## config.mk

```make
export PLATFORM = sky130hd
export DESIGN_NAME = alu_seq_unit_flat
export DESIGN_NICKNAME = d
export VERILOG_FILES = /design/src/rtl/alu_seq_unit_if.sv /design/src/rtl/alu_seq_unit.sv /design/src/flat_wrapper.sv
export SDC_FILE = /design/constraint.sdc
export NUM_CORES = 1
export LEC_CHECK = 0
export ABC_AREA = 1
export CAP_MARGIN = 20
export CORE_MARGIN = 2
export CORE_UTILIZATION = 55
export DETAILED_ROUTE_END_ITERATION = 6
export GPL_ROUTABILITY_DRIVEN = 0
export PLACE_DENSITY_LB_ADDON = 0.15
export SKIP_LAST_GASP = 1
export SYNTH_ARGS = -nofsm -noshare
export SYNTH_HDL_FRONTEND = slang
export SYNTH_SLANG_ARGS = --single-unit
```

## constraint.sdc

```tcl
create_clock -name clk -period 5.5 [get_ports clk]
set_input_delay 0.825 -clock clk [delete_from_list [all_inputs] [get_ports clk]]
set_output_delay 0.825 -clock clk [all_outputs]
set_load 0.05 [all_outputs]
```

## src/rtl/alu_seq_unit_if.sv

```systemverilog
// Operand/result bundle between the register-file read ports, control unit and alu_seq_unit.
// The master drives operands and the issue request; the slave returns result, flags and handshake.
interface alu_seq_unit_if #(
   parameter int WIDTH = 16
);
   logic [WIDTH-1:0] A;
   logic [WIDTH-1:0] B;
   logic [3:0]       FunSel;
   logic             WF;
   logic             Start;
   logic [WIDTH-1:0] ALUOut;
   logic [3:0]       FlagsOut;
   logic             Busy;
   logic             Done;

   modport master (
      output A, B, FunSel, WF, Start,
      input  ALUOut, FlagsOut, Busy, Done
   );

   modport slave (
      input  A, B, FunSel, WF, Start,
      output ALUOut, FlagsOut, Busy, Done
   );
endinterface

```

## src/rtl/alu_seq_unit.sv

```systemverilog
// Register-file-fed ALU: single-cycle ops complete on the issuing edge, MUL runs as a
// 16-step shift-add sequence behind a Busy/Done handshake. Flags are {Z,C,N,O}.
module alu_seq_unit #(
   parameter int WIDTH = 16
) (
   input  logic          clk,
   input  logic          rst,
   alu_seq_unit_if.slave bus
);
   typedef enum logic {
      S_IDLE,
      S_MUL
   } state_t;

   localparam logic [3:0] OP_PASS_A = 4'b0000;
   localparam logic [3:0] OP_PASS_B = 4'b0001;
   localparam logic [3:0] OP_NOT_A  = 4'b0010;
   localparam logic [3:0] OP_NOT_B  = 4'b0011;
   localparam logic [3:0] OP_ADD    = 4'b0100;
   localparam logic [3:0] OP_ADC    = 4'b0101;
   localparam logic [3:0] OP_SUB    = 4'b0110;
   localparam logic [3:0] OP_AND    = 4'b0111;
   localparam logic [3:0] OP_OR     = 4'b1000;
   localparam logic [3:0] OP_XOR    = 4'b1001;
   localparam logic [3:0] OP_NAND   = 4'b1010;
   localparam logic [3:0] OP_LSL    = 4'b1011;
   localparam logic [3:0] OP_LSR    = 4'b1100;
   localparam logic [3:0] OP_ASR    = 4'b1101;
   localparam logic [3:0] OP_CSL    = 4'b1110;
   localparam logic [3:0] OP_MUL    = 4'b1111;

   localparam int FZ = 3;
   localparam int FC = 2;
   localparam int FN = 1;
   localparam int FO = 0;

   localparam logic [4:0] LAST_ITER = 5'(WIDTH - 1);

   state_t               state_q, state_d;
   logic [4:0]           cnt_q, cnt_d;
   logic [2*WIDTH-1:0]   acc_q, acc_d;
   logic [2*WIDTH-1:0]   mcand_q, mcand_d;
   logic [WIDTH-1:0]     mplier_q, mplier_d;
   logic                 wf_q, wf_d;
   logic [WIDTH-1:0]     alu_out_q, alu_out_d;
   logic [3:0]           flags_q, flags_d;
   logic                 done_q, done_d;

   logic [WIDTH-1:0]     op_res;
   logic                 op_c;
   logic                 op_o;
   logic [WIDTH:0]       sum;
   logic [2*WIDTH-1:0]   acc_step;

   // Single-cycle datapath; C and O default to their held values for ops that don't define them.
   always_comb begin
      op_res = '0;
      op_c   = flags_q[FC];
      op_o   = flags_q[FO];
      sum    = '0;
      unique case (bus.FunSel)
         OP_PASS_A: op_res = bus.A;
         OP_PASS_B: op_res = bus.B;
         OP_NOT_A:  op_res = ~bus.A;
         OP_NOT_B:  op_res = ~bus.B;
         OP_ADD: begin
            sum    = {1'b0, bus.A} + {1'b0, bus.B};
            op_res = sum[WIDTH-1:0];
            op_c   = sum[WIDTH];
            op_o   = (bus.A[WIDTH-1] == bus.B[WIDTH-1]) && (sum[WIDTH-1] != bus.A[WIDTH-1]);
         end
         OP_ADC: begin
            sum    = {1'b0, bus.A} + {1'b0, bus.B} + {{WIDTH{1'b0}}, flags_q[FC]};
            op_res = sum[WIDTH-1:0];
            op_c   = sum[WIDTH];
            op_o   = (bus.A[WIDTH-1] == bus.B[WIDTH-1]) && (sum[WIDTH-1] != bus.A[WIDTH-1]);
         end
         OP_SUB: begin
            // Two's-complement subtract: carry out of A + ~B + 1 means "no borrow".
            sum    = {1'b0, bus.A} + {1'b0, ~bus.B} + {{WIDTH{1'b0}}, 1'b1};
            op_res = sum[WIDTH-1:0];
            op_c   = sum[WIDTH];
            op_o   = (bus.A[WIDTH-1] != bus.B[WIDTH-1]) && (sum[WIDTH-1] != bus.A[WIDTH-1]);
         end
         OP_AND:  op_res = bus.A & bus.B;
         OP_OR:   op_res = bus.A | bus.B;
         OP_XOR:  op_res = bus.A ^ bus.B;
         OP_NAND: op_res = ~(bus.A & bus.B);
         OP_LSL: begin
            op_res = {bus.A[WIDTH-2:0], 1'b0};
            op_c   = bus.A[WIDTH-1];
         end
         OP_LSR: begin
            op_res = {1'b0, bus.A[WIDTH-1:1]};
            op_c   = bus.A[0];
         end
         OP_ASR: begin
            op_res = {bus.A[WIDTH-1], bus.A[WIDTH-1:1]};
            op_c   = bus.A[0];
         end
         OP_CSL: begin
            op_res = {bus.A[WIDTH-2:0], flags_q[FC]};
            op_c   = bus.A[WIDTH-1];
         end
         OP_MUL:  op_res = '0;
         default: op_res = '0;
      endcase
   end

   assign acc_step = acc_q + (mplier_q[0] ? mcand_q : '0);

   always_comb begin
      state_d   = state_q;
      cnt_d     = cnt_q;
      acc_d     = acc_q;
      mcand_d   = mcand_q;
      mplier_d  = mplier_q;
      wf_d      = wf_q;
      alu_out_d = alu_out_q;
      flags_d   = flags_q;
      done_d    = 1'b0;
      unique case (state_q)
         S_IDLE: begin
            if (bus.Start) begin
               if (bus.FunSel == OP_MUL) begin
                  // Operands are captured here so the register file may change during the sequence.
                  mcand_d  = {{WIDTH{1'b0}}, bus.A};
                  mplier_d = bus.B;
                  acc_d    = '0;
                  cnt_d    = '0;
                  wf_d     = bus.WF;
                  state_d  = S_MUL;
               end else begin
                  alu_out_d = op_res;
                  done_d    = 1'b1;
                  if (bus.WF) begin
                     flags_d[FZ] = (op_res == '0);
                     flags_d[FC] = op_c;
                     flags_d[FN] = op_res[WIDTH-1];
                     flags_d[FO] = op_o;
                  end
               end
            end
         end
         S_MUL: begin
            acc_d    = acc_step;
            mcand_d  = {mcand_q[2*WIDTH-2:0], 1'b0};
            mplier_d = {1'b0, mplier_q[WIDTH-1:1]};
            cnt_d    = cnt_q + 5'd1;
            if (cnt_q == LAST_ITER) begin
               alu_out_d = acc_step[WIDTH-1:0];
               done_d    = 1'b1;
               state_d   = S_IDLE;
               if (wf_q) begin
                  flags_d[FZ] = (acc_step[WIDTH-1:0] == '0);
                  flags_d[FC] = (acc_step[2*WIDTH-1:WIDTH] != '0);
                  flags_d[FN] = acc_step[WIDTH-1];
               end
            end
         end
         default: state_d = S_IDLE;
      endcase
   end

   always_ff @(posedge clk or posedge rst) begin
      if (rst) begin
         state_q   <= S_IDLE;
         cnt_q     <= '0;
         acc_q     <= '0;
         mcand_q   <= '0;
         mplier_q  <= '0;
         wf_q      <= 1'b0;
         alu_out_q <= '0;
         flags_q   <= '0;
         done_q    <= 1'b0;
      end else begin
         state_q   <= state_d;
         cnt_q     <= cnt_d;
         acc_q     <= acc_d;
         mcand_q   <= mcand_d;
         mplier_q  <= mplier_d;
         wf_q      <= wf_d;
         alu_out_q <= alu_out_d;
         flags_q   <= flags_d;
         done_q    <= done_d;
      end
   end

   assign bus.ALUOut   = alu_out_q;
   assign bus.FlagsOut = flags_q;
   assign bus.Busy     = (state_q == S_MUL);
   assign bus.Done     = done_q;
endmodule

```

## src/flat_wrapper.sv

```systemverilog
// flat-port wrapper written by rule: the top's interface ports become plain ports
module alu_seq_unit_flat 
#(
   parameter int WIDTH = 16
)
  (clk, rst, bus_A, bus_B, bus_FunSel, bus_WF, bus_Start, bus_ALUOut, bus_FlagsOut, bus_Busy, bus_Done);
  alu_seq_unit_if #(.WIDTH(WIDTH)) bus_i ();
  input  logic clk;
  input  logic rst;
  input wire logic [$bits(bus_i.A)-1:0] bus_A;
  input wire logic [$bits(bus_i.B)-1:0] bus_B;
  input wire logic [$bits(bus_i.FunSel)-1:0] bus_FunSel;
  input wire logic [$bits(bus_i.WF)-1:0] bus_WF;
  input wire logic [$bits(bus_i.Start)-1:0] bus_Start;
  output wire logic [$bits(bus_i.ALUOut)-1:0] bus_ALUOut;
  output wire logic [$bits(bus_i.FlagsOut)-1:0] bus_FlagsOut;
  output wire logic [$bits(bus_i.Busy)-1:0] bus_Busy;
  output wire logic [$bits(bus_i.Done)-1:0] bus_Done;
  assign bus_i.A = bus_A;
  assign bus_i.B = bus_B;
  assign bus_i.FunSel = bus_FunSel;
  assign bus_i.WF = bus_WF;
  assign bus_i.Start = bus_Start;
  assign bus_ALUOut = bus_i.ALUOut;
  assign bus_FlagsOut = bus_i.FlagsOut;
  assign bus_Busy = bus_i.Busy;
  assign bus_Done = bus_i.Done;
  alu_seq_unit #(.WIDTH(WIDTH)) u_core (.clk(clk), .rst(rst), .bus(bus_i));
endmodule
```

==> results.md, run 1 <==
- CP startpoint kind: input pin
- Ports: 62
- Setup crit end kind: flip-flop
- Antenna violations before repair: 0
- Worst Setup Path Type: input pin to flip-flop
- R2R Path Start: u_core.mplier_q[0]
- Std-Cell Rows: 50
- Final worst setup slack: roughly 1.4 ns
- Share of layout cells above drive strength 1: between 3 and 4%
- Status: finished, final reports clean
- Final clock skew: ~0.015 ns
- Max Cap Violations: 0
- CTS Sinks: about 110
- Seq/Total Area, Yosys: between 20% and 30%
- Fill count: 1820
- Post-DP HPWL: roughly 27000 um
- Post CTS Setup Buffer Count: 0
- Number of iterations in the first detailed-routing pass: 7
- Final min period: slightly above 4 ns
- Hold_sp: u_core.bus.ALUOut[1]
- Number of global-route vias before repair: approximately 11000
- Worst-margin pin slew: approximately 1.0 ns
- Hold crit path type: flip-flop to flip-flop
- Setup TNS: 0 ns
- Critical path required time: between 5 and 6 ns
- Total CTS buffers: 9
- Max Freq: 244 MHz
- Wirelength, routed: 35200 um
- Starting DRT DRC Count: ~1300
- Remaining DRCs: 0
- Final nets: between 1500 and 2000
- Finished Core Util: just over 60%
- Ant. Diodes: 0
- Commonest non-fill, non-tap cell in the layout: nand2_1
- CTS tree: built
- GR Util All Layers: about a third
- Area grow syn2layout: 10.5%
- DP Worst Slack: 1.18 ns
- Mapped Nets: between 1500 and 2000
- Congestion Overflow GR: 0
- Post-Syn Instances: between 1500 and 2000
- Synth area leader: dfrtp_1
- Most frequent cells in the layout: nand2_1 (462), inv_1 (241), nor2_1 (169), nand3_1 (115), dfrtp_1 (108)
- Die X: roughly 140 um
- Clock Path Buffers: 2
- Vias per Instance: 5.96
- Max VDD drop: 0.230 mV
- Multi-input logic area: 0.00670 mm^2
- Core area: approximately 0.019 mm^2
- Final setup viols: 0
- Leak: around 6 nW
- Crit-path max FO: 6
- Number of resized instances in the post-cts repair step: 0
- Die ar.: ~0.02 mm^2
- Mapped Area: 0.0105 mm^2
- Mean Syn Cell Area: 6.36 um^2
- Die Ht: between 100 and 150 um
- WHS Endpoint: u_core.bus.ALUOut[1]
- FF+latch count, synth: about 110
- Initial Utilization: 56.2%
- Worst Path Arrival: ~4.4 ns
- I/O Buffers: between 60 and 70
- R2R Path End: u_core.bus.FlagsOut[2]
- Ys Warns: 0
- Worst R2R Path Depth: 17
- Wirelength per Cell: 18.2 um
- RSZ-0062 raised after global routing: no
- Largest net degree at the start of global routing: 80
- Post-synth top area share: 25.6%
- Synth cell types: 48
- R2R setup slack: approximately 1.8 ns
- H-tree levels: 3
- Clock slew seen by the registers of the worst setup and hold paths: 0.08 ns
- Hold_buf cts: 0
- PwrDens: between 300 and 400 mW/mm^2
- Ranking of synthesized cells by area: dfrtp_1 (26%), nand2_1 (16%), ha_1 (9.8%), inv_1 (8.6%), nor2_1 (6.0%)
- Hold Crit Depth: 2
- Via count: around 12000
- Antenna Nets Post-Route: 0
- Final worst path period share: between 70% and 80%
- Root Driver: clkbuf_16
- Relative slew margins: around 30%
- Max Slew Vio Count: 0
- Clock Latency Late Sink: 0.36 ns
- Final Hold Fails: 0
- Sequential cell area: 0.00270 mm^2
- Wire length of the first global-routing pass: between 50000 and 60000 um
==> per-layer routing <==
metal / track usage, % / routed length (um) / vias up
met4: 21.2 / 2440 / 0
met3: 5.08 / 2860 / 160
li1: - / - / 5528
met2: 56.3 / 15600 / 576
met1: 44.8 / 14200 / 5271
met5: 0 / 0 / -
==> power by group <==
part	total, W	switching (W)	internal [W]
clock	0.000672	0.000316	0.000356
sequential	0.00131	0.000212	0.00110
combinational	0.00217	0.00147	0.000702
==> cell families after synthesis <==
group	count (synthesis)	share of synthesized area, %
DFF	108	25.6
xor gates and xnor gates	30	2.49
AOI/OAI and AO/OA	301	17.2
buffers and inverters	296	10.9
adders and majority gates	86	10.4
and+or+nand+nor	838	33.4
==> synth_stat cells (all sizes together) <==
library cell,number
a211oi,2
a21boi,5
a21o,6
a21oi,86
a221oi,3
a22o,5
a22oi,2
a31o,1
a31oi,17
and2,1
buf,15
clkbuf,28
clkinv,3
dfrtp,108
fa,3
ha,83
inv,250
nand2,472
nand2b,1
nand3,117
nand3b,5
nand4,34
nor2,177
nor3,20
nor4,7
o2111ai,2
o211ai,19
o21ai,81
o21bai,8
o221ai,19
o22ai,43
o31ai,1
o32ai,1
or2,4
xnor2,11
xor2,19
==> sequential cells by signal, indices dropped and copies added (netlist names) <==
| register | flops |
|---|---|
| u_core.acc_q | 32 |
| u_core.bus.ALUOut | 16 |
| u_core.bus.Busy | 1 |
| u_core.bus.Done | 1 |
| u_core.bus.FlagsOut | 4 |
| u_core.cnt_q | 5 |
| u_core.mcand_q | 32 |
| u_core.mplier_q | 16 |
| u_core.wf_q | 1 |
==> worst max-delay path, cell delays in order <==
cell             delay (ns)
clkdlybuf4s50_1        0.58
ha_1                   0.39
fa_1                   0.54
nand3_1                0.19
nand2_1                0.17
nand2_1                0.09
nand2_1                0.11
nor2_1                 0.22
nand3_2                0.11
nor2_1                 0.18
nand3_1                0.14
nor2_1                 0.12
a21oi_1                0.08
nand2_1                0.07
nand3b_1               0.07
o21ai_1                0.20
nand4_1                0.14
a21oi_1                0.15
==> layout make-up <==
cell class	count	share of cell area, %
timing repair buffer	71	6.06
clock buffer	9	1.93
tap	234	2.51
sequential	108	23.2
multi-input combinational	1255	57.5
clock inverter	6	0.612
inverter	253	8.18
==> stage by stage <==
stage | hold slack (ns) | total power, W | instances | instance area, um^2
global route | 0.508 | 0.00445 | 1936 | 11600
finish | 0.487 | 0.00415 | 1936 | 11600
global placement | 0.465 | 0.00341 | 1920 | 11300
CTS | 0.490 | 0.00414 | 1935 | 11600
floorplan | 0.446 | 0.00281 | 1659 | 10500
detailed placement | 0.469 | 0.00346 | 1920 | 11300
==> worst max-delay path by stage <==
stage	start	cells after the start	slack (ns)	end
final	bus_A[0]	18	1.39	u_core.bus.FlagsOut[3]
after global routing	bus_A[0]	18	1.18	u_core.bus.ALUOut[13]
after CTS	bus_A[0]	18	1.54	u_core.bus.FlagsOut[3]
after detailed placement	bus_A[0]	18	1.18	u_core.bus.FlagsOut[3]
after global placement	bus_A[0]	19	1.23	u_core.bus.ALUOut[13]
after floorplan	rst	1	1.83	u_core.acc_q[0]
Note: power is estimated with default switching activity, not from simulation.
==> inputs of run 2 (changes only) <==
- clock period: 5.5 -> 3.6 ns (I/O delays scaled with it)
==> run 2 against run 1 <==
- sequential share of layout area down 1.2 points
- non-clock buffer count is 84 higher
- clock-buffer cell count up 1
- flip-flop and latch count unchanged
- routed wire length about the same
- clock power grew 41%
- worst setup slack got worse by 1.1 ns
- register-to-register slack got worse by 1.5 ns
- power up 54%
- critical path type unchanged
- critical endpoint unchanged
==> results.md, run 2 (synthesis results as in run 1) <==
- Wire length of the first global-routing pass: 56400 um (was 56200 um)
- Number of global-route vias before repair: 11200 (was 10800)
- Clock slew seen by the registers of the worst setup and hold paths: 0.07 ns (was 0.08 ns)
- H-tree levels: 3 (unchanged)
- Leak: 6.50 nW (was 6.10 nW)
- Clock Latency Late Sink: 0.35 ns (was 0.36 ns)
- CP startpoint kind: input pin (unchanged)
- Remaining DRCs: 0 (unchanged)
- Worst-margin pin slew: 0.927 ns (was 1.04 ns)
- Hold crit path type: flip-flop to flip-flop (unchanged)
- Sequential cell area: 0.00270 mm^2 (unchanged)
- Final worst path period share: a little over 90%
- Finished Core Util: 65.3% (was 62.1%)
- Fill count: 1725 (was 1820)
- Max Cap Violations: 0 (unchanged)
- Ant. Diodes: 0 (unchanged)
- Total CTS buffers: 9 (unchanged)
- Worst R2R Path Depth: 23 (was 17)
- Final min period: 3.32 ns
- Non-filler cells, final: 2021 (was 1936)
- Max VDD drop: 0.314 mV (was 0.230 mV)
- Relative slew margins: 38.2% (was 30.3%)
- Worst-path cell chain: clkdlybuf4s50_1 -> inv_1 -> ha_1 -> nand2_1 -> buf_4 -> nor2_1 -> nand3_1 -> nand3_1 -> nand2_1 -> nand2_1 -> nand2_1 -> nor2_1 -> nand4_1 -> nand3_1 -> nand4_1 -> a21oi_1 -> nand4_1 -> a21oi_1 (was clkdlybuf4s50_1 -> ha_1 -> fa_1 -> nand3_1 -> nand2_1 -> nand2_1 -> nand2_1 -> nor2_1 -> nand3_2 -> nor2_1 -> nand3_1 -> nor2_1 -> a21oi_1 -> nand2_1 -> nand3b_1 -> o21ai_1 -> nand4_1 -> a21oi_1)
- Max Freq: approximately 300 MHz
- Largest regs: u_core.acc_q: 32 flops, u_core.mcand_q: 32 flops (unchanged)
- Number of resized instances in the post-cts repair step: 0 (unchanged)
- Std-Cell Rows: 50 (unchanged)
- Setup TNS: 0 ns (unchanged)
- Final nets: 1908 (was 1824)
- Crit-path max FO: 6 (unchanged)
- Critical Path Max Stage Delay: 0.57 ns (was 0.58 ns)
- Most frequent cells in the layout: nand2_1 (462), inv_1 (241), nor2_1 (169), nand3_1 (115), dfrtp_1 (108) (unchanged)
- PwrDens: 521 mW/mm^2 (was 356 mW/mm^2)
- Die ar.: 0.0203 mm^2 (unchanged)
- Die X: 142 um (unchanged)
- CP startpoint: bus_B[8] (was bus_A[0])
- Status: finished, final reports clean (unchanged)
- Final clock skew: 0.00955 ns (was 0.0151 ns)
- Wirelength, routed: 35200 um (about the same)
- Die Ht: 142 um (unchanged)
- Share of layout cells above drive strength 1: 8.34% (was 3.70%)
- Initial Utilization: 56.2% (unchanged)
- Antenna Nets Post-Route: 0 (unchanged)
- Final Hold Fails: 0 (unchanged)
- CTS tree: built (unchanged)
- Max Slew Vio Count: 0 (unchanged)
- Post-DP HPWL: 27900 um (was 27000 um)
- Antenna violations before repair: 0 (unchanged)
- Congestion Overflow GR: 0 (unchanged)
- Post CTS Setup Buffer Count: 0 (unchanged)
- GR Util All Layers: 35.2% (was 35.1%)
- Worst Setup Path Type: input pin to flip-flop (unchanged)
- RSZ-0062 raised after global routing: yes (was no)
- Wirelength per Cell: 17.4 um (was 18.2 um)
- Multi-input logic area: 0.00670 mm^2 (about the same)
- Final setup viols: 0 (unchanged)
- Root Driver: clkbuf_16 (unchanged)
- Worst hold slack: 0.482 ns (was 0.487 ns)
- R2R setup slack: 0.35 ns (was 1.80 ns)
- Setup crit end kind: flip-flop (unchanged)
- Core area: 0.0188 mm^2 (unchanged)
- Crit path top cell by count: nand2_1 (unchanged)
- # placed instances: 2005 (was 1920)
- R2R Path End: u_core.bus.FlagsOut[2] (unchanged)
- Area grow syn2layout: 16.3% (was 10.5%)
- Number of iterations in the first detailed-routing pass: 5 (was 7)
- Largest net degree at the start of global routing: 62 (was 80)
- Vias per Instance: 5.84 (was 5.96)
- R2R Path Start: u_core.mplier_q[0] (unchanged)
- Commonest non-fill, non-tap cell in the layout: nand2_1 (unchanged)
- Clock Path Buffers: 2 (unchanged)
- Ports: 62 (unchanged)
- Critical path required time: 3.88 ns (was 5.78 ns)
- DP Worst Slack: -0.00846 ns (was 1.18 ns)
- Critical-path top delay cell: clkdlybuf4s50_1 (unchanged)
- Via count: 11800 (was 11500)
- Starting DRT DRC Count: 1175 (was 1293)
- Final worst setup slack: 0.276 ns (was 1.39 ns)
- CTS Sinks: 108 (unchanged)
- Worst Path Arrival: 3.60 ns (was 4.39 ns)
- Critical Path Sink: u_core.bus.FlagsOut[3] (unchanged)
- I/O Buffers: 61 (unchanged)
- Hold_buf cts: 0 (unchanged)
-- run 2: area by class of cell --
class                   count  share of cell area (%)
multi-input cells        1255                    54.7
flip-flops and latches    108                    22.0
repair buffers            155                    10.9
inverters                 253                    7.77
well taps                 234                    2.39
clock buffers              10                    1.87
clock inverters             6                   0.398
-- run 2: stage by stage --
stage,area (um^2),power (W)
3_5_place_dp,12000,0.00540
4_1_cts,12300,0.00636
5_1_grt,12300,0.00683
6_report,12300,0.00638
2_1_floorplan,10500,0.00430
3_3_place_gp,12000,0.00533
-- run 2: report_power, final --
part	internal (W)	switching [W]	total (W)
Sequential	0.00168	0.000306	0.00198
Clock	0.000477	0.000474	0.000950
Combinational	0.00116	0.00229	0.00345
-- run 2: critical path, delay by kind of cell --
| kind | cells | cell delay (ns) |
|---|---|---|
| buffers and inverters | 3 | 0.81 |
| and+or+nand+nor | 12 | 1.54 |
| adders and majority gates | 1 | 0.40 |
| AOI/OAI and AO/OA | 2 | 0.32 |
-- run 2: worst min-delay path by stage --
stage                               start               to  slack, ns  depth (start not counted)
after floorplan           u_core.acc_q[2]  u_core.acc_q[2]       0.45                          2
after global placement    u_core.acc_q[2]  u_core.acc_q[2]       0.46                          2
after detailed placement  u_core.acc_q[2]  u_core.acc_q[2]       0.46                          2
after CTS                 u_core.acc_q[2]  u_core.acc_q[2]       0.48                          2
after global routing      u_core.acc_q[2]  u_core.acc_q[2]       0.51                          2
final                     u_core.acc_q[2]  u_core.acc_q[2]       0.48                          2
-- run 2: routing by layer --
metal	vias to the layer above	track usage [%]	wire (um)
met2	544	58.5	16400
met3	125	5.69	2670
met1	5426	43.1	13900
met5	-	0	0
li1	5701	-	-
met4	0	20.7	2210
==> inputs of run 3 (changes only) <==
- PLACE_DENSITY_LB_ADDON: 0.15 -> 0.3
==> run 3 against run 2 <==
- final cell count increased by 0.15%
- clock-buffer cell count unchanged
- power increased by 2.7%
- combinational power increased by 1%
- worst setup slack got worse by 0.20 ns
- register-to-register slack got worse by 0.04 ns
- via count increased by 4.0%
- hold slack improved by 0.0071 ns
- clock power increased by 11%
- largest cell class unchanged
- largest power group unchanged
==> results.md, run 3 (synthesis results as in run 1) <==
- Status: finished, final reports clean (unchanged)
- Worst-path cell chain: clkdlybuf4s50_1 -> inv_1 -> ha_1 -> nand2_1 -> nor2_2 -> nand3_1 -> nand4_1 -> nand2_1 -> nor2_2 -> inv_2 -> nor2_1 -> nand4_1 -> nand2_1 -> nand3_1 -> nand3b_1 -> nand2_1 -> o21ai_1 -> nand2_1 -> nand2_1 (was clkdlybuf4s50_1 -> inv_1 -> ha_1 -> nand2_1 -> buf_4 -> nor2_1 -> nand3_1 -> nand3_1 -> nand2_1 -> nand2_1 -> nand2_1 -> nor2_1 -> nand4_1 -> nand3_1 -> nand4_1 -> a21oi_1 -> nand4_1 -> a21oi_1)
- CP startpoint kind: input pin (unchanged)
- Std-Cell Rows: 50 (unchanged)
- Critical path required time: 3.90 ns (was 3.88 ns)
- GR Util All Layers: 36.2% (was 35.2%)
- Final worst path period share: 97.8% (was 92.3%)
- Core area: 0.0188 mm^2 (unchanged)
- Max Slew Vio Count: 0 (unchanged)
- Die ar.: 0.0203 mm^2 (unchanged)
- Clock slew seen by the registers of the worst setup and hold paths: 0.08 ns (was 0.07 ns)
- CTS Sinks: 108 (unchanged)
- Met2 Resource Use GR: 60.4% (was 58.5%)
- Starting DRT DRC Count: 1468 (was 1175)
- Worst Setup Path Type: input pin to flip-flop (unchanged)
- Worst-margin pin slew: 0.866 ns (was 0.927 ns)
- Wirelength per Cell: 18.1 um (was 17.4 um)
- Post CTS Setup Buffer Count: 0 (unchanged)
- Die Ht: 142 um (unchanged)
- Finished Core Util: 65.6% (was 65.3%)
- GRT busiest layer: met2 (unchanged)
- Critical Path Max Stage Delay: 0.53 ns (was 0.57 ns)
- Vias per Instance: 6.06 (was 5.84)
- Post-DP HPWL: 28500 um (was 27900 um)
- Area grow syn2layout: 16.7% (was 16.3%)
- Final min period: 3.52 ns (was 3.32 ns)
- Number of resized instances in the post-cts repair step: 0 (unchanged)
- Wire length of the first global-routing pass: 57800 um (was 56400 um)
- Global-route track usage on met3: 6.09% (was 5.69%)
- Antenna Nets Post-Route: 0 (unchanged)
- Leak: 6.52 nW (was 6.50 nW)
- Total CTS buffers: 9 (unchanged)
- Hold crit path type: flip-flop to flip-flop (unchanged)
- Number of iterations in the first detailed-routing pass: 6 (was 5)
- Remaining DRCs: 0 (unchanged)
- H-tree levels: 3 (unchanged)
- Met1 Use GR: 45.1% (was 43.1%)
- Crit path top cell by count: nand2_1 (unchanged)
- Worst Path Arrival: 3.82 ns (was 3.60 ns)
- Root Driver: clkbuf_16 (unchanged)
- PwrDens: 533 mW/mm^2 (was 521 mW/mm^2)
- Initial Utilization: 56.2% (unchanged)
- Clock Path Buffers: 2 (unchanged)
- Congestion Overflow GR: 0 (unchanged)
- Relative slew margins: 42.2% (was 38.2%)
- Number of global-route vias before repair: 11700 (was 11200)
- Ports: 62 (unchanged)
- Tot Pwr: 0.00656 W (was 0.00638 W)
- Max VDD drop: 0.325 mV (was 0.314 mV)
- Largest regs: u_core.acc_q: 32 flops, u_core.mcand_q: 32 flops (unchanged)
- Crit path buf inv count: 3 (unchanged)
- Antenna violations before repair: 0 (unchanged)
- RSZ-0062 raised after global routing: no (was yes)
- Via count: 12300 (was 11800)
- Final clock skew: 0.0109 ns (was 0.00955 ns)
- Critical-path top delay cell: clkdlybuf4s50_1 (unchanged)
- CTS tree: built (unchanged)
- Clock Latency Late Sink: 0.35 ns (about the same)
- Largest net degree at the start of global routing: 65 (was 62)
- Commonest non-fill, non-tap cell in the layout: nand2_1 (unchanged)
- Hold_buf cts: 0 (unchanged)
- I/O Buffers: 61 (unchanged)
- Most frequent cells in the layout: nand2_1 (462), inv_1 (241), nor2_1 (169), nand3_1 (115), dfrtp_1 (108) (unchanged)
- Max Freq: 284 MHz (was 301 MHz)
- Final setup viols: 0 (unchanged)
- Max Cap Violations: 0 (unchanged)
- Die X: 142 um (unchanged)
- Final Hold Fails: 0 (unchanged)
- Final nets: 1910 (was 1908)
- Crit-path max FO: 5 (was 6)
- Wirelength, routed: 36700 um (was 35200 um)
- Setup crit end kind: flip-flop (unchanged)
- Share of layout cells above drive strength 1: 8.38% (was 8.34%)
- Delay-heaviest family, CP: simple AND/OR/NAND/NOR gates (unchanged)
## run 3: area by class of cell
| class | count | area (um^2) |
|---|---|---|
| fill | 1683 | 6460 |
| tap | 234 | 293 |
| clock inverter | 6 | 80.1 |
| timing repair buffer | 157 | 1340 |
| clock buffer | 10 | 239 |
| multi-input combinational | 1255 | 6700 |
| inverter | 253 | 952 |
| sequential | 108 | 2700 |
| antenna | 1 | 2.50 |
## run 3: worst paths after layout
check | start | endpoint | slack, ns | cells past startpoint
max in group asynchronous | rst | u_core.mcand_q[11] | 2.16 | 3
worst max-delay path | bus_A[8] | u_core.bus.FlagsOut[1] | 0.08 | 19
worst min-delay path | u_core.acc_q[2] | u_core.acc_q[2] | 0.49 | 2
worst max register to register | u_core.mplier_q[0] | u_core.bus.FlagsOut[2] | 0.31 | 19
min in group asynchronous | rst | u_core.cnt_q[2] | 0.68 | 2
worst min register to register | u_core.acc_q[2] | u_core.acc_q[2] | 0.49 | 2
## run 3: worst reg2reg max path: stages, from the launching register on
cell and delay, ns:
dfrtp_1 0.40, buf_4 0.23, nand2_1 0.13, inv_1 0.06
ha_1 0.32, inv_1 0.09, o21bai_1 0.24, a21boi_0 0.17
o21ai_0 0.26, nand2_1 0.09, nand3_1 0.20, a21oi_1 0.13
xnor2_1 0.19, nand2_1 0.09, nor2_1 0.17, nand3_1 0.12
nand2_1 0.13, nand2_1 0.07, nand2_1 0.06, nand2_1 0.04
## run 3: per-stage QoR
step / TNS, ns / instances / hold slack [ns] / cell area (um^2) / worst slack, ns
4_1_cts: 0 / 2023 / 0.486 / 12300 / 0.320
6_report: 0 / 2024 / 0.489 / 12300 / 0.0789
3_3_place_gp: -0.0379 / 2007 / 0.458 / 12000 / -0.0247
3_5_place_dp: -0.106 / 2007 / 0.469 / 12000 / -0.0452
2_1_floorplan: 0 / 1659 / 0.446 / 10500 / 0.214
5_1_grt: 0 / 2023 / 0.512 / 12300 / 0.000865
## run 3: layer usage
metal  vias up  wire [um]
li1       5709          -
met1      5546      13900
met2       807      16800
met3       209       3940
met4         0       2050
met5         -          0
## run 3: power by group
part	internal (W)	switching, W	total, W
clock	0.000575	0.000475	0.00105
combinational	0.00117	0.00232	0.00350
sequential	0.00168	0.000335	0.00201
